## src/rtl/change_dispenser.sv

```systemverilog
// change_dispenser: pays out a change amount greedily as quarters, then dimes,
// then nickels. Each coin is a one-hot request held until the hopper
// acknowledges it. If the hopper stays silent too long, the payout aborts.
//
// Handshake: a coin output (N/D/Q) is the request and Coin_ack is the
// response. The coin counts as paid on the first rising edge where both the
// coin output and Coin_ack are high. The request then drops on that same edge.
// Coin_ack seen at any other time has no effect.
module change_dispenser #(
  parameter int AMT_W       = 6,
  parameter int GAP_CYCLES  = 2,
  parameter int ACK_TIMEOUT = 16
) (
  input  logic             Clk,
  input  logic             Reset,
  input  logic             Start,
  input  logic [AMT_W-1:0] Amount,
  input  logic             Coin_ack,
  output logic             N,
  output logic             D,
  output logic             Q,
  output logic             Busy,
  output logic             Done,
  output logic             Err,
  output logic [AMT_W-1:0] Returned,
  output logic [2:0]       Dbg_state
);

  typedef enum logic [2:0] {
    S_IDLE   = 3'd0,
    S_SELECT = 3'd1,
    S_REQ    = 3'd2,
    S_GAP    = 3'd3,
    S_DONE   = 3'd4
  } state_t;

  localparam int GAP_W = (GAP_CYCLES > 1) ? $clog2(GAP_CYCLES) : 1;
  localparam int TMO_W = (ACK_TIMEOUT > 1) ? $clog2(ACK_TIMEOUT) : 1;

  localparam logic [AMT_W-1:0] C_QUARTER = AMT_W'(25);
  localparam logic [AMT_W-1:0] C_DIME    = AMT_W'(10);
  localparam logic [AMT_W-1:0] C_NICKEL  = AMT_W'(5);

  state_t           r_state;
  logic [AMT_W-1:0] r_rem;
  logic [AMT_W-1:0] r_returned;
  logic [AMT_W-1:0] r_coin;
  logic [GAP_W-1:0] r_gap;
  logic [TMO_W-1:0] r_tmo;
  logic             r_n;
  logic             r_d;
  logic             r_q;
  logic             r_busy;
  logic             r_done;
  logic             r_err;

  // Payout sequencer: every output is a register updated here.
  always_ff @(posedge Clk or negedge Reset) begin
    if (!Reset) begin
      r_state    <= S_IDLE;
      r_rem      <= '0;
      r_returned <= '0;
      r_coin     <= '0;
      r_gap      <= '0;
      r_tmo      <= '0;
      r_n        <= 1'b0;
      r_d        <= 1'b0;
      r_q        <= 1'b0;
      r_busy     <= 1'b0;
      r_done     <= 1'b0;
      r_err      <= 1'b0;
    end else begin
      case (r_state)
        S_IDLE: begin
          if (Start) begin
            r_rem      <= Amount;
            r_returned <= '0;
            r_err      <= 1'b0;
            r_busy     <= 1'b1;
            r_state    <= S_SELECT;
          end
        end

        S_SELECT: begin
          r_tmo <= '0;
          if (r_rem >= C_QUARTER) begin
            r_q     <= 1'b1;
            r_coin  <= C_QUARTER;
            r_state <= S_REQ;
          end else if (r_rem >= C_DIME) begin
            r_d     <= 1'b1;
            r_coin  <= C_DIME;
            r_state <= S_REQ;
          end else if (r_rem >= C_NICKEL) begin
            r_n     <= 1'b1;
            r_coin  <= C_NICKEL;
            r_state <= S_REQ;
          end else begin
            // A leftover of 1-4 cents cannot be paid, so it is an error.
            r_err   <= (r_rem != '0);
            r_done  <= 1'b1;
            r_state <= S_DONE;
          end
        end

        S_REQ: begin
          if (Coin_ack) begin
            r_rem      <= r_rem - r_coin;
            r_returned <= r_returned + r_coin;
            r_n        <= 1'b0;
            r_d        <= 1'b0;
            r_q        <= 1'b0;
            r_gap      <= '0;
            r_state    <= (GAP_CYCLES == 0) ? S_SELECT : S_GAP;
          end else if (r_tmo == TMO_W'(ACK_TIMEOUT - 1)) begin
            r_n     <= 1'b0;
            r_d     <= 1'b0;
            r_q     <= 1'b0;
            r_err   <= 1'b1;
            r_done  <= 1'b1;
            r_state <= S_DONE;
          end else begin
            r_tmo <= r_tmo + 1'b1;
          end
        end

        S_GAP: begin
          if (r_gap == GAP_W'(GAP_CYCLES - 1)) begin
            r_state <= S_SELECT;
          end else begin
            r_gap <= r_gap + 1'b1;
          end
        end

        S_DONE: begin
          r_done  <= 1'b0;
          r_err   <= 1'b0;
          r_busy  <= 1'b0;
          r_state <= S_IDLE;
        end

        default: begin
          r_state <= S_IDLE;
        end
      endcase
    end
  end

  assign N         = r_n;
  assign D         = r_d;
  assign Q         = r_q;
  assign Busy      = r_busy;
  assign Done      = r_done;
  assign Err       = r_err;
  assign Returned  = r_returned;
  assign Dbg_state = r_state;

endmodule

```

## config.mk

```make
export PLATFORM = sky130hd
export DESIGN_NAME = change_dispenser
export DESIGN_NICKNAME = d
export VERILOG_FILES = /design/src/rtl/change_dispenser.sv
export SDC_FILE = /design/constraint.sdc
export NUM_CORES = 1
export LEC_CHECK = 0
export BUFFER_PORTS_ARGS = -buffer_cell sky130_fd_sc_hd__buf_4
export CAP_MARGIN = 20
export CORE_UTILIZATION = 40
export DETAILED_ROUTE_END_ITERATION = 10
export HOLD_SLACK_MARGIN = 0.08
export SLEW_MARGIN = 0
export SYNTH_ARGS = -nofsm -noshare
export SYNTH_HDL_FRONTEND = slang
export SYNTH_SLANG_ARGS = --single-unit
```

## constraint.sdc

```tcl
create_clock -name Clk -period 1.6 [get_ports Clk]
set_clock_uncertainty 0.1 [all_clocks]
set_input_delay 0.32 -clock Clk [delete_from_list [all_inputs] [get_ports Clk]]
set_output_delay 0.32 -clock Clk [all_outputs]
set_load 0.1 [all_outputs]
```

* Yosys cells after proc, flatten, opt, wreduce, memory -nomap -nowiden
Index checks and enable logic that the tools add are counted.
** Cells by class
- Add/sub/neg operators :: 4
- Magnitude comparators :: 3
- Equal/unequal tests :: 18
- Muxes and demuxes :: 47
- Reductions and logical operators :: 20
** Operators by type and width (count)
- two-way mux 6 bit :: 7
- inequality test 2 bit, second input constant :: 12
- case mux 6 bit (2 select lines) :: 2
- two-way mux 3 bit :: 7
- two-way mux 1 bit :: 20
- case mux 3 bit (4 select lines) :: 1
- AND reduction 3 bit :: 4
- case mux 1 bit (2 select lines) :: 5
- two-way mux 4 bit :: 2
- case mux 4 bit (2 select lines) :: 1
- nonzero test 2 bit :: 4
- AND reduction 7 bit :: 1
- adder 6 bit :: 1
- equality test 3 x 2 -> 1 bit, second input constant :: 2
- greater-or-equal comparator 6 x 3 -> 1 bit, second input constant :: 1
- greater-or-equal comparator 6 x 4 -> 1 bit, second input constant :: 1
- greater-or-equal comparator 6 x 5 -> 1 bit, second input constant :: 1
- AND reduction 2 bit :: 3
- AND reduction 6 bit :: 1
- nonzero test 3 bit :: 2
- nonzero test 6 bit :: 1
- subtractor 6 bit :: 1
- AND reduction 5 bit :: 1
- adder 4 x 1 -> 4 bit, second input constant :: 1
- 10 further kinds :: 10
** Storage, ports and cells
- Register bits after elaboration :: 32
- Input port bits :: 10
- Output and inout bits :: 15
- Word-level logic and storage cells :: 104

* Longest topological paths before layout
Gate-level depths: netlist of run 1.
- Word-level depth :: 5
- Depth in mapped cells :: 8
- Depth with buffers taken out :: 8

* Worst setup path after synthesis of run 1
Ideal clock, no wire load.
- Path type :: reg2reg
- Start point :: register r_returned[0], in the netlist Returned[0]
- End point :: register r_returned[4], in the netlist Returned[4]
- Library setup time :: 0.129 ns
- Arrival :: 2.072 ns
- Data required time :: 1.371 ns
- Setup slack :: -0.700 ns
- Cell stages (with the launch flop) :: 7
- Buffers on the path :: 0
- Clock period less this slack :: 2.300 ns
- Cells stage by stage :: dfrtp_1 > ha_1 > fa_1 > a21o_1 > a21oi_1 > xor2_1 > o21ai_0
** On the way
- Word-level cells in the longest chain between the ends :: 3
** Ends and longest elaborated chain
- start: declaration :: line 46 : logic [AMT_W-1:0] r_returned;
- start signal: assignment :: line 109 : r_returned <= r_returned + r_coin;
- adder 6 bit :: line 109
- two-way mux 6 bit :: line 107 : if (Coin_ack) begin
- case mux 6 bit (2 select lines) :: line 73 : case (r_state)
Every way passes these cells. The select of a mux whose other input is x is not followed.
A chain may end at the register's enable or synchronous reset.

* Worst setup path in the final report of run 1
Ends and elaborated chain as after synthesis.

==> results of run 1 <==
==> layout make-up <==
class,count,area (µm²),area share
well taps,50,62.6,0.0225
clock buffers,8,80.1,0.0288
multi-input cells,129,1200,0.432
flip-flops and latches,31,798,0.287
repair buffers,74,608,0.218
inverters,9,33.8,0.0121
==> flip-flops by register name (all words and copies together), names as in the netlist <==
register / flops
Busy: 1
r_gap: 1
r_coin: 5
Done: 1
Err: 1
Dbg_state: 3
N: 1
r_tmo: 4
r_rem: 6
Q: 1
D: 1
Returned: 6
==> metal layers <==
layer	GRT usage	vias up	part of all wire
li1	-	777	-
met1	0.271	783	0.45
met2	0.342	26	0.50
met3	0.0576	6	0.032
met4	0.0842	0	0.014
met5	0	-	0
==> what timing repair did <==
| item | 4_1_cts | 5_1_grt |
|---|---|---|
| setup buffers | 6 | 4 |
| hold buffers | 1 | 0 |
| resized for setup | 24 | 39 |
| hold endpoints to repair | 31 | 0 |
| endpoints found under the setup margin | 18 | 23 |
| pin swaps | 11 | 17 |
==> worst paths after layout <==
kind	start	end	slack [ns]	depth (start not counted)
worst max-delay path	Returned[0]$_DFFE_PN0P_	Returned[4]$_DFFE_PN0P_	-0.14	6
worst min-delay path	Amount[0]	r_rem[0]$_DFFE_PN0P_	0.15	3
worst max register to register	Returned[0]$_DFFE_PN0P_	Returned[4]$_DFFE_PN0P_	-0.14	6
worst min register to register	Q$_DFFE_PN0P_	Q$_DFFE_PN0P_	0.40	2
max in group asynchronous	Reset	Dbg_state[1]$_DFFE_PN0P_	0.65	2
min in group asynchronous	Reset	Returned[4]$_DFFE_PN0P_	0.41	2
==> cells by family after synthesis <==
family	Yosys count	synth area share
DFF	31	0.434
and+or+nand+nor	51	0.163
adders and majority gates	13	0.0994
buffers and inverters	14	0.0455
muxes	3	0.0168
xor gates and xnor gates	6	0.0294
AOI/OAI and AO/OA	56	0.212
==> critical path, delay by kind of cell (launching register included) <==
family / cells / cell delay, ns
flops: 1 / 0.49
fa+ha+maj: 2 / 0.51
compound gates: 3 / 0.39
xor+xnor: 1 / 0.14
==> through the flow <==
stage | setup WS [ns] | setup TNS (ns) | util | hold WS (ns) | instances
5_1_grt | -0.188 | -0.950 | 0.672 | 0.167 | 301
6_report | -0.138 | -0.371 | 0.672 | 0.152 | 301
3_5_place_dp | -0.185 | -1.23 | 0.567 | 0.184 | 282
2_1_floorplan | -0.302 | -4.73 | - | -0.0756 | 174
3_3_place_gp | -0.144 | -0.872 | 0.567 | 0.178 | 282
4_1_cts | -0.152 | -0.502 | 0.622 | 0.147 | 297
==> placed cells by master (no fill, tap or decap), types with 6 or more instances in the layout <==
master / netlist / layout
sky130_fd_sc_hd__nor2_1: 9 / 7
sky130_fd_sc_hd__nand2_1: 20 / 19
sky130_fd_sc_hd__o21ai_0: 18 / 6
sky130_fd_sc_hd__dfrtp_2: 0 / 6
sky130_fd_sc_hd__dfrtp_1: 31 / 21
sky130_fd_sc_hd__buf_6: 2 / 8
sky130_fd_sc_hd__o21ai_1: 2 / 11
sky130_fd_sc_hd__buf_4: 0 / 63
sky130_fd_sc_hd__ha_4: 0 / 6
==> impl_metrics.env, run 1 <==
export IMPL_timing_hold_violations_final=0
export IMPL_hpwl_um=3250
export IMPL_synthTopCellsByCount="sky130_fd_sc_hd__dfrtp_1 (31), sky130_fd_sc_hd__nand2_1 (20), sky130_fd_sc_hd__o21ai_0 (18)"
export IMPL_first_global_vias=1551
export IMPL_cts_tree="yes"
export IMPL_rsz_0062_raised_after_global_routing="yes"
export IMPL_timing_worst_slew_pin_value_ns=0.419
export IMPL_synth_yosys_seq_area_share=0.434
export IMPL_asyncSetResetFlopFracSynth=1.00
export IMPL_routed_wire_length_um=4870
export IMPL_worst_setup_path_end_kind="flip-flop"
export IMPL_grt_antenna_before_repair=0
export IMPL_numCtsBuffers=5
export IMPL_post_synth_inst_count=174
export IMPL_hold_class="in2reg"
export IMPL_finalMaxSlewViolations=0
export IMPL_cts_max_path_buffers=2
export IMPL_cpMaxStageDelayCell="sky130_fd_sc_hd__dfrtp_4"
export IMPL_post_synth_main_area_contributors="sky130_fd_sc_hd__dfrtp_1 (43%), sky130_fd_sc_hd__ha_1 (7.7%), sky130_fd_sc_hd__o21ai_0 (5.0%), sky130_fd_sc_hd__nand2_1 (4.2%), sky130_fd_sc_hd__a21oi_1 (2.5%)"
export IMPL_maxSlewHeadroom=0.721
export IMPL_synth_largest_area_cell="sky130_fd_sc_hd__dfrtp_1"
export IMPL_final_net_count=273
export IMPL_ys_types=48
export IMPL_yosysMostFrequentCell="sky130_fd_sc_hd__dfrtp_1"
export IMPL_vias=1592
export IMPL_finalSetupViolations=9
export IMPL_dieHeight_um=68.9
export IMPL_clock_root_buffer="sky130_fd_sc_hd__clkbuf_8"
export IMPL_route_detailed_wl_per_inst_um=16.2
export IMPL_grt_remaining_overflow=0
export IMPL_yosys_warnings=0
export IMPL_grt_first_pass_wirelength_um=7120
export IMPL_number_of_port_buffers=24
export IMPL_dieArea_um2=4740
export IMPL_synth_ff_latch_count=31
export IMPL_run_status="complete, but fails checks"
export IMPL_htreeDepth=2
export IMPL_post_synth_cell_area_avg_um2=10.3
export IMPL_cp_required_ns=1.67
export IMPL_dr_first_iter_drc_count=47
export IMPL_post_synth_instance_area_um2=1790
export IMPL_path_class="reg2reg"
export IMPL_std_cell_rows=23
export IMPL_antennaDiodeCount=0
export IMPL_critical_path_max_stage_delay_ns=0.49
export IMPL_count_of_max_cap_constraint_violations=0
export IMPL_fillerInstances=309
export IMPL_grt_start_max_net_pins=32
export IMPL_fin_crit_ns=1.74
export IMPL_final_period_utilization=1.09
export IMPL_violations_in_the_final_reports="setup timing"
export IMPL_die_x_um=68.9
export IMPL_grt_use_total=0.213
export IMPL_timing_critical_path_from_type="flip-flop"
export IMPL_core_area_um2=4140
export IMPL_setup_slack_after_layout_ns=-0.138
export IMPL_starting_density=0.431
export IMPL_stdcell_area_um2=2790
export IMPL_number_of_enable_flip_flop_cells_after_synthesis=0
export IMPL_dominantRegCellSynth="sky130_fd_sc_hd__dfrtp_1"
export IMPL_area_fraction_of_the_dominant_cell_type_after_synthesis=0.434
export IMPL_route_detailed_drc=0
export IMPL_arrival_ns=1.81
export IMPL_i_o_pins=25
export IMPL_areaGrowthSynthToFinish_pct=55.8
export IMPL_clk_pin_slew_ns=0.07
export IMPL_drive_gt1_frac=0.558
export IMPL_maxClockFrequency_mhz=575
export IMPL_clkLatencyLatePin_ns=0.29
export IMPL_route_antenna_remaining_nets=0
export IMPL_timing_critical_path_fanout_max=2
export IMPL_critical_path_cell_chain="ha_4 > fa_2 > a21o_1 > a21oi_2 > xor2_1 > o21ai_1"
export IMPL_firstDrtPassIters=4
export IMPL_vias_per_cell=5.29
export IMPL_post_dp_cell_area_um2=2350
export IMPL_clock_sinks=31
export IMPL_globalplace_congestion=0.859
export IMPL_synthesis_nets=197
Power of run 1 is left out: the tool's default activity adds up to more than one toggle a clock period on the data nets, which glitch-free logic cannot reach.
==> run 2, diff against run 1 <==
--- a/config.mk
+++ b/config.mk
@@ -7,6 +7,7 @@
 export LEC_CHECK = 0
 export BUFFER_PORTS_ARGS = -buffer_cell sky130_fd_sc_hd__buf_4
 export CAP_MARGIN = 20
+export CORE_ASPECT_RATIO = 1.5
 export CORE_UTILIZATION = 40
 export DETAILED_ROUTE_END_ITERATION = 10
 export HOLD_SLACK_MARGIN = 0.08
==> impl_metrics.env, run 2 (synthesis results as in run 1) <==
export IMPL_setup_slack_after_layout_ns=-0.159
export IMPL_routed_wire_length_um=4870
export IMPL_die_x_um=56.6
export IMPL_finalHoldWorstSlack_ns=0.148
export IMPL_run_status="complete, but fails checks"
export IMPL_starting_density=0.421
export IMPL_clock_sinks=31
export IMPL_final_net_count=274
export IMPL_i_o_pins=25
export IMPL_drive_gt1_frac=0.567
export IMPL_fin_crit_ns=1.76
export IMPL_maxSlewHeadroom=0.699
export IMPL_grt_start_max_net_pins=32
export IMPL_clkLatencyLatePin_ns=0.29
export IMPL_cts_tree="yes"
export IMPL_violations_in_the_final_reports="setup timing"
export IMPL_finalMaxSlewViolations=0
export IMPL_rsz_0062_raised_after_global_routing="yes"
export IMPL_dr_first_iter_drc_count=70
export IMPL_reg_to_reg_slack_setup_ns=-0.16
export IMPL_critical_path_max_stage_delay_ns=0.40
export IMPL_grt_use_total=0.218
export IMPL_most_common_layout_cells="sky130_fd_sc_hd__buf_4 (65), sky130_fd_sc_hd__dfrtp_1 (22), sky130_fd_sc_hd__nand2_1 (14), sky130_fd_sc_hd__nor2_1 (9), sky130_fd_sc_hd__o21ai_1 (9)"
export IMPL_globalplace_congestion=0.868
export IMPL_timing_critical_path_from_type="flip-flop"
export IMPL_grt_remaining_overflow=0
export IMPL_final_period_utilization=1.10
export IMPL_cts_max_path_buffers=2
export IMPL_grt_antenna_before_repair=0
export IMPL_fillerInstances=329
export IMPL_clock_root_buffer="sky130_fd_sc_hd__clkbuf_8"
export IMPL_timing_worst_slew_pin_value_ns=0.451
export IMPL_timing_hold_violations_final=0
export IMPL_mostFrequentLayoutCell="sky130_fd_sc_hd__buf_4"
export IMPL_route_detailed_wl_per_inst_um=16.3
export IMPL_path_class="reg2reg"
export IMPL_critPathMostFrequentCell="sky130_fd_sc_hd__inv_1"
export IMPL_reg2reg_depth=8
export IMPL_clk_pin_slew_ns=0.08
export IMPL_arrival_ns=1.82
export IMPL_firstDrtPassIters=4
export IMPL_count_of_max_cap_constraint_violations=0
export IMPL_total_area_of_multi_input_combinational_cells_um2=1150
export IMPL_grt_first_pass_wirelength_um=7980
export IMPL_antennaDiodeCount=0
export IMPL_finalSetupViolations=16
export IMPL_cp_required_ns=1.66
export IMPL_areaGrowthSynthToFinish_pct=54.8
export IMPL_maxClockFrequency_mhz=569
export IMPL_timing_critical_path_fanout_max=2
export IMPL_vias=1621
export IMPL_critical_path_cell_chain="inv_1 > ha_2 > fa_2 > inv_1 > a21o_1 > a21oi_2 > xor2_1 > o21ai_1"
export IMPL_std_cell_rows=29
export IMPL_route_antenna_remaining_nets=0
export IMPL_dieArea_um2=4750
export IMPL_seqCellArea_um2=797
export IMPL_vias_per_cell=5.44
export IMPL_hold_class="in2reg"
export IMPL_core_area_um2=4250
export IMPL_number_of_port_buffers=24
export IMPL_worst_setup_path_end_kind="flip-flop"
export IMPL_hpwl_um=3450
export IMPL_first_global_vias=1679
export IMPL_numCtsBuffers=5
export IMPL_htreeDepth=2
export IMPL_cpMaxStageDelayCell="sky130_fd_sc_hd__dfrtp_1"
export IMPL_timing_hold_worst_path_depth=3
export IMPL_dieHeight_um=83.9
export IMPL_route_detailed_drc=0
[run 2: cell type report]
class	instances	area share
clock buffers	6	0.0298
clock inverters	2	0.0127
inverters	9	0.0122
multi-input cells	129	0.415
flip-flops and latches	31	0.288
well taps	46	0.0208
repair buffers	75	0.221
[run 2: timing repair]
| action | 4_1_cts | 5_1_grt |
|---|---|---|
| endpoints found under the hold margin | 31 | 0 |
| setup buffers | 2 | 10 |
| hold buffers | 1 | 0 |
| setup endpoints to repair | 20 | 28 |
| pin swaps | 8 | 16 |
| resized for setup | 24 | 34 |
[run 2: final timing paths]
kind                                 startpoint                        to
max                        r_rem[0]$_DFFE_PN0P_      r_rem[4]$_DFFE_PN0P_
min                                   Amount[1]      r_rem[1]$_DFFE_PN0P_
max reg2reg                r_rem[0]$_DFFE_PN0P_      r_rem[4]$_DFFE_PN0P_
min reg2reg                r_tmo[3]$_DFFE_PN0P_      r_tmo[3]$_DFFE_PN0P_
max in group asynchronous                 Reset  Dbg_state[0]$_DFFE_PN0P_
min in group asynchronous                 Reset      r_rem[2]$_DFFE_PN0P_
[run 2: per-layer routing]
| layer | vias to the layer above | GRT usage | part of all wire |
|---|---|---|---|
| met5 | - | 0 | 0 |
| met4 | 0 | 0.0665 | 0.014 |
| met3 | 8 | 0.0434 | 0.021 |
| met2 | 28 | 0.398 | 0.57 |
| met1 | 808 | 0.249 | 0.39 |
| li1 | 777 | - | - |
[run 2: critical path: cells and delay by family (launching register included)]
| family | cells | cell delay [ns] |
|---|---|---|
| flops | 1 | 0.40 |
| xor+xnor | 1 | 0.17 |
| buf+inv | 2 | 0.12 |
| fa+ha+maj | 2 | 0.41 |
| compound gates | 3 | 0.42 |
[run 2: through the flow]
stage	util	instance area, µm²	setup TNS, ns	std cells	setup WS, ns
floorplan	-	1870	-4.73	174	-0.302
global placement	0.554	2350	-0.664	279	-0.139
detailed placement	0.554	2350	-0.867	279	-0.187
CTS	0.608	2580	-0.706	290	-0.154
global route	0.652	2770	-2.34	298	-0.229
finish	0.652	2770	-1.05	298	-0.159
Power of run 2 is left out for the same reason.
